==> config.mk <==
export PLATFORM = sky130hd
export DESIGN_NAME = imem_loader_flat
export DESIGN_NICKNAME = d
export VERILOG_FILES = /design/src/rtl/imem_loader_if.sv /design/src/rtl/imem_loader.sv /design/src/flat_wrapper.sv
export SDC_FILE = /design/constraint.sdc
export NUM_CORES = 1
export LEC_CHECK = 0
export CAP_MARGIN = 10
export CORE_ASPECT_RATIO = 0.75
export CORE_UTILIZATION = 50
export CTS_CLUSTER_SIZE = 10
export DETAILED_ROUTE_END_ITERATION = 16
export DONT_BUFFER_PORTS = 1
export PLACE_DENSITY = 0.68
export SLEW_MARGIN = 15
export SYNTH_ARGS = -nofsm -noshare
export SYNTH_HDL_FRONTEND = slang
export SYNTH_SLANG_ARGS = --single-unit
==> constraint.sdc <==
create_clock -name clock -period 2.4 [get_ports clock]
set_input_delay 0.48 -clock clock [delete_from_list [all_inputs] [get_ports clock]]
set_output_delay 0.48 -clock clock [all_outputs]
set_load 0.05 [all_outputs]
==> src/rtl/imem_loader_if.sv <==
// Byte-stream input and instruction-memory write port of the boot loader.
// The loader uses the slave modport; the byte source / memory side uses master.
interface imem_loader_if #(
  parameter int unsigned ADDR_W = 6
);
  logic              in_valid;
  logic [7:0]        in_data;
  logic              in_ready;
  logic              mem_we;
  logic [ADDR_W-1:0] mem_addr;
  logic [31:0]       mem_wdata;

  modport master (
    output in_valid, in_data,
    input  in_ready, mem_we, mem_addr, mem_wdata
  );

  modport slave (
    input  in_valid, in_data,
    output in_ready, mem_we, mem_addr, mem_wdata
  );
endinterface

==> src/rtl/imem_loader.sv <==
// Boot-time instruction memory loader: packs a big-endian byte stream into
// 32-bit words, writes them to consecutive addresses, and holds the CPU in reset.
module imem_loader #(
  parameter int unsigned DEPTH_WORDS = 64,
  parameter int unsigned ADDR_W      = 6
) (
  input  logic            clock,
  input  logic            reset,
  input  logic            start,
  input  logic [ADDR_W:0] word_count,
  imem_loader_if.slave    bus,
  output logic            cpu_reset,
  output logic            busy,
  output logic            done,
  output logic            error
);

  localparam int unsigned CNT_W = ADDR_W + 1;

  typedef enum logic [1:0] {
    ST_IDLE  = 2'd0,
    ST_RECV  = 2'd1,
    ST_WRITE = 2'd2,
    ST_DONE  = 2'd3
  } state_e;

  state_e            state_q, state_d;
  logic [ADDR_W-1:0] idx_q, idx_d;
  logic [CNT_W-1:0]  cnt_q, cnt_d;
  logic [1:0]        bcnt_q, bcnt_d;
  logic [31:0]       word_q, word_d;
  logic              in_ready_q, in_ready_d;
  logic              mem_we_q, mem_we_d;
  logic [ADDR_W-1:0] mem_addr_q, mem_addr_d;
  logic [31:0]       mem_wdata_q, mem_wdata_d;
  logic              cpu_reset_q, cpu_reset_d;
  logic              busy_q, busy_d;
  logic              done_q, done_d;
  logic              error_q, error_d;

  logic count_ok;
  logic last_word;
  logic byte_hs;

  assign count_ok  = (word_count != '0) && (word_count <= CNT_W'(DEPTH_WORDS));
  // Widened compare so a full-depth load never needs index DEPTH_WORDS.
  assign last_word = ((CNT_W'(idx_q) + CNT_W'(1)) == cnt_q);
  assign byte_hs   = bus.in_valid && in_ready_q;

  // Next-state and registered-output decode.
  always_comb begin
    state_d     = state_q;
    idx_d       = idx_q;
    cnt_d       = cnt_q;
    bcnt_d      = bcnt_q;
    word_d      = word_q;
    in_ready_d  = 1'b0;
    mem_we_d    = 1'b0;
    mem_addr_d  = mem_addr_q;
    mem_wdata_d = mem_wdata_q;
    cpu_reset_d = cpu_reset_q;
    busy_d      = busy_q;
    done_d      = done_q;
    error_d     = error_q;

    unique case (state_q)
      ST_IDLE, ST_DONE: begin
        if (start) begin
          cpu_reset_d = 1'b1;
          done_d      = 1'b0;
          if (count_ok) begin
            state_d    = ST_RECV;
            idx_d      = '0;
            bcnt_d     = '0;
            cnt_d      = word_count;
            error_d    = 1'b0;
            busy_d     = 1'b1;
            in_ready_d = 1'b1;
          end else begin
            state_d = ST_IDLE;
            error_d = 1'b1;
            busy_d  = 1'b0;
          end
        end
      end
      ST_RECV: begin
        in_ready_d = 1'b1;
        if (byte_hs) begin
          word_d = {word_q[23:0], bus.in_data};
          bcnt_d = bcnt_q + 2'(1);
          if (bcnt_q == 2'd3) begin
            state_d     = ST_WRITE;
            in_ready_d  = 1'b0;
            mem_we_d    = 1'b1;
            mem_addr_d  = idx_q;
            mem_wdata_d = {word_q[23:0], bus.in_data};
          end
        end
      end
      ST_WRITE: begin
        if (last_word) begin
          state_d     = ST_DONE;
          done_d      = 1'b1;
          cpu_reset_d = 1'b0;
          busy_d      = 1'b0;
        end else begin
          state_d    = ST_RECV;
          idx_d      = idx_q + ADDR_W'(1);
          in_ready_d = 1'b1;
        end
      end
      default: state_d = ST_IDLE;
    endcase
  end

  always_ff @(posedge clock) begin
    if (reset) begin
      state_q     <= ST_IDLE;
      idx_q       <= '0;
      cnt_q       <= '0;
      bcnt_q      <= '0;
      word_q      <= '0;
      in_ready_q  <= 1'b0;
      mem_we_q    <= 1'b0;
      mem_addr_q  <= '0;
      mem_wdata_q <= '0;
      cpu_reset_q <= 1'b1;
      busy_q      <= 1'b0;
      done_q      <= 1'b0;
      error_q     <= 1'b0;
    end else begin
      state_q     <= state_d;
      idx_q       <= idx_d;
      cnt_q       <= cnt_d;
      bcnt_q      <= bcnt_d;
      word_q      <= word_d;
      in_ready_q  <= in_ready_d;
      mem_we_q    <= mem_we_d;
      mem_addr_q  <= mem_addr_d;
      mem_wdata_q <= mem_wdata_d;
      cpu_reset_q <= cpu_reset_d;
      busy_q      <= busy_d;
      done_q      <= done_d;
      error_q     <= error_d;
    end
  end

  assign bus.in_ready  = in_ready_q;
  assign bus.mem_we    = mem_we_q;
  assign bus.mem_addr  = mem_addr_q;
  assign bus.mem_wdata = mem_wdata_q;
  assign cpu_reset     = cpu_reset_q;
  assign busy          = busy_q;
  assign done          = done_q;
  assign error         = error_q;

endmodule

==> src/flat_wrapper.sv <==
// flat-port wrapper written by rule: the top's interface ports become plain ports
module imem_loader_flat 
#(
  parameter int unsigned DEPTH_WORDS = 64,
  parameter int unsigned ADDR_W      = 6
)
  (clock, reset, start, word_count, cpu_reset, busy, done, error, bus_in_valid, bus_in_data, bus_in_ready, bus_mem_we, bus_mem_addr, bus_mem_wdata);
  imem_loader_if #(.ADDR_W(ADDR_W)) bus_i ();
  input  logic clock;
  input  logic reset;
  input  logic start;
  input  logic [ADDR_W:0] word_count;
  output logic cpu_reset;
  output logic busy;
  output logic done;
  output logic error;
  input wire logic [$bits(bus_i.in_valid)-1:0] bus_in_valid;
  input wire logic [$bits(bus_i.in_data)-1:0] bus_in_data;
  output wire logic [$bits(bus_i.in_ready)-1:0] bus_in_ready;
  output wire logic [$bits(bus_i.mem_we)-1:0] bus_mem_we;
  output wire logic [$bits(bus_i.mem_addr)-1:0] bus_mem_addr;
  output wire logic [$bits(bus_i.mem_wdata)-1:0] bus_mem_wdata;
  assign bus_i.in_valid = bus_in_valid;
  assign bus_i.in_data = bus_in_data;
  assign bus_in_ready = bus_i.in_ready;
  assign bus_mem_we = bus_i.mem_we;
  assign bus_mem_addr = bus_i.mem_addr;
  assign bus_mem_wdata = bus_i.mem_wdata;
  imem_loader #(.DEPTH_WORDS(DEPTH_WORDS), .ADDR_W(ADDR_W)) u_core (.clock(clock), .reset(reset), .start(start), .word_count(word_count), .bus(bus_i), .cpu_reset(cpu_reset), .busy(busy), .done(done), .error(error));
endmodule
==> results by group <==
Routing
  • Drt first pass iters: 4
  • Initial DRC Count: 158
  • WL/cell: 15.0 um
  • Total routed wirelength: 7660 um
  • Residual DRC: 0
  • Via count: 2,823
  • DRT antenna net count: 0
  • Vias per inst: 5.51

Floorplan
  • Core area: 6440 sq um
  • Initial core utilization: 0.527
  • Die H: 73.4 um
  • Cell Rows: 25
  • Die W: 97.2 um
  • Die area: 7130 sq um
  • Ports: 63

Critical path
  • Critical-path cell list: ha_1, nand3_1, or3b_1, a31o_2, a2111o_1, a21oi_2, mux2_2
  • Crit path arrival time: 2.57 ns
  • Crit start category: register
  • Critical Path Max Stage Delay: 0.46 ns
  • CP Capture Type: register
  • CP max stage cell: a2111o_1
  • Crit Path Max Fanout: 4
  • Crit. Startpoint: u_core.idx_q[1]
  • Largest delay share family, worst path: compound AO/OA/AOI/OAI gates
  • CP required: 2.70 ns
  • FF-to-FF Start: u_core.idx_q[1]
  • Setup CP Type: reg -> reg
  • CP Buf/Inv Count: 0

Global routing
  • M1 GR Usage: 0.300
  • Global Route Usage Sum: 0.223
  • Largest net degree at the start of global routing: 83
  • First-pass GRT wire length: 12,500 um
  • GRT overflow: 0
  • Top Usage Layer GRT: met2
  • Met3 usage: 0.0942
  • Initial antenna violation count: 0
  • Vias in the first global route: 2,566
  • Met2 Track Usage GR: 0.326

Synth
  • Post-synth top flop: dfxtp_1
  • Sequential share of the synthesized area: 0.501
  • EDFF count, synth: 0
  • Syn_nets: 447
  • Mapped Area: 3400 sq um
  • Synthesized flop and latch total: 85
  • Asr flop ratio synth: 0
  • Post-synth top area share: 0.501
  • Syn Area/Cell: 8.01 sq um
  • Distinct cells, synth: 51
  • Synth area leader: dfxtp_1
  • Syn. warnings: 0
  • Syn Inst Count: 424
  • Top post-synthesis cells by area: dfxtp_1 50%, nand2_1 15%, a21oi_1 11%

Clock tree
  • Post-CTS setup buffers: 0
  • Register clock-pin slew on the reported worst setup and hold paths: 0.10 ns
  • Clock Latency Late Sink: 0.36 ns
  • CTS tree: done
  • # H-tree levels: 3
  • Root Driver: clkbuf_8
  • Clock sink total: 85
  • Num CTS Buffers: 9
  • Maximum clock insertion buffer count: 2
  • Hold buffers post-CTS: 0

STA
  • Period minus WS final: 2.27 ns
  • RSZ-0062 raised after global routing: no
  • Clk_skew: 0.0124 ns
  • Worst-margin pin slew: 0.553 ns
  • Fmax: 0.440 GHz
  • Final worst slack: 0.128 ns
  • Final count of negative-setup-slack endpoints: 0
  • Final Hold Vio Count: 0
  • Final Slew Violations: 0
  • Slew HR: 0.631
  • Final period util: 0.947

Finish
  • Fin util: 0.582
  • Diode count: 0
  • Layout cells sized above 1: 0.109
  • Most common cell after layout, fill and taps aside: nand2_1
  • Fin nets: 449
  • Non-Filler Instances: 512
  • Layout area overhead: 10.4%
  • Leading cell types in the layout, fill and taps excluded: 137 x nand2_1, 85 x dfxtp_1, 71 x a21oi_1, 20 x buf_4, 13 x nor2_1
  • Area of all placed cells without fillers: 3750 sq um

Power and ir drop
  • Leakage: 1.26 nW
  • Switching share of power: 0.246
  • Comb power frac: 0.034
  • Sequential share of power: 0.552
  • Switching power total: 0.640 mW
  • Maximum vdd drop: 0.424 mV
  • PD cells: 695 nW/um^2
  • Pint: 1.97 mW
  • Clock power frac: 0.414

Placed design
  • Placer congestion estimate: 0.877
  • Pre-CTS WS: -0.0511 ns
  • Buffers on Ports: 0
  • Post-DP Area: 3530 sq um
  • Post-detail-place hpwl: 5150 um
  • Placed cells: 496

Run
  • Number of max-cap violations: 0

Worst hold path
  • Worst hold start: reset
  • Hold Crit Class: in -> reg

Run status
  • Status: finished, final reports clean
## flip-flops by register name, summed over array words and instances (netlist names)
signal,count
u_core.bcnt_q,2
u_core.bus.in_ready,1
u_core.bus.mem_addr,6
u_core.bus.mem_wdata,32
u_core.bus.mem_we,1
u_core.busy,1
u_core.cnt_q,7
u_core.cpu_reset,1
u_core.done,1
u_core.error,1
u_core.idx_q,6
u_core.state_q,2
u_core.word_q,24
## layer usage
layer | part of all wire | vias to the layer above | wire length (um)
met1 | 0.48 | 1292 | 3680
met2 | 0.41 | 100 | 3120
li1 | - | 1425 | -
met5 | 0 | - | 0
met3 | 0.10 | 6 | 778
met4 | 0.011 | 0 | 86
## layout make-up
cell class,instances,area [sq um]
clock inverter,7,92.6
inverter,6,22.5
timing repair buffer,20,150
multi-input combinational,304,1560
clock buffer,9,124
sequential,85,1700
fill,590,2690
tap,81,101
## what timing repair did
action | 4_1_cts | 5_1_grt
endpoints found under the hold margin | 0 | 0
gates resized for setup | 1 | 0
setup endpoints to repair | 1 | 0
## through the flow
| stage | setup TNS, ns | hold slack, ns | total power, mW |
|---|---|---|---|
| 6_report | 0 | 0.172 | 2.61 |
| 5_1_grt | 0 | 0.144 | 2.70 |
| 4_1_cts | 0 | 0.163 | 2.62 |
| 3_5_place_dp | -0.137 | 0.437 | 1.56 |
| 3_3_place_gp | 0 | 0.432 | 1.56 |
| 2_1_floorplan | 0 | 0.432 | 1.55 |
## kinds of logic after synthesis
logic type | Yosys count | share of synthesized area
flip-flops | 85 | 0.501
AO/OA/AOI/OAI | 105 | 0.179
adder cells (fa/ha/maj) | 4 | 0.0147
multiplexers | 7 | 0.0210
XOR/XNOR | 6 | 0.0155
buffers and inverters | 35 | 0.0412
AND/OR/NAND/NOR | 182 | 0.227
## path summary, 6_finish.rpt
check                                  end  slack [ns]  depth (start not counted)
setup / recovery           u_core.idx_q[0]        0.13                          7
hold / removal     u_core.bus.mem_wdata[6]        0.17                          1
setup reg to reg           u_core.idx_q[0]        0.13                          7
hold reg to reg   u_core.bus.mem_wdata[26]        0.45                          2
## power by group through the flow
| stage | clock network [mW] | registers (mW) | logic, mW |
|---|---|---|---|
| floorplan | 0 | 1.47 | 0.0768 |
| global placement | 0 | 1.47 | 0.0850 |
| detailed placement | 0 | 1.47 | 0.0862 |
| CTS | 1.10 | 1.44 | 0.0875 |
| global route | 1.16 | 1.44 | 0.0954 |
| finish | 1.08 | 1.44 | 0.0880 |
## cells in the mapped netlist (2+ instances only)
| library cell | number |
|---|---|
| mux2i_1 | 6 |
| buf_2 | 3 |
| ha_1 | 4 |
| inv_1 | 6 |
| nor4_1 | 2 |
| nor3_1 | 5 |
| nand3_1 | 6 |
| clkbuf_1 | 20 |
| xnor2_1 | 4 |
| xor2_1 | 2 |
| nand2_1 | 137 |
| and2_1 | 3 |
| a211oi_1 | 3 |
| a21oi_1 | 72 |
| or2_2 | 2 |
| nor2_1 | 13 |
| a31oi_1 | 2 |
| a211o_1 | 2 |
| nand2b_1 | 2 |
| o21ai_0 | 9 |
| dfxtp_1 | 85 |
| a21o_1 | 2 |
| buf_1 | 4 |
| o31a_1 | 3 |
No activity file was read; power rests on OpenSTA's default activity.
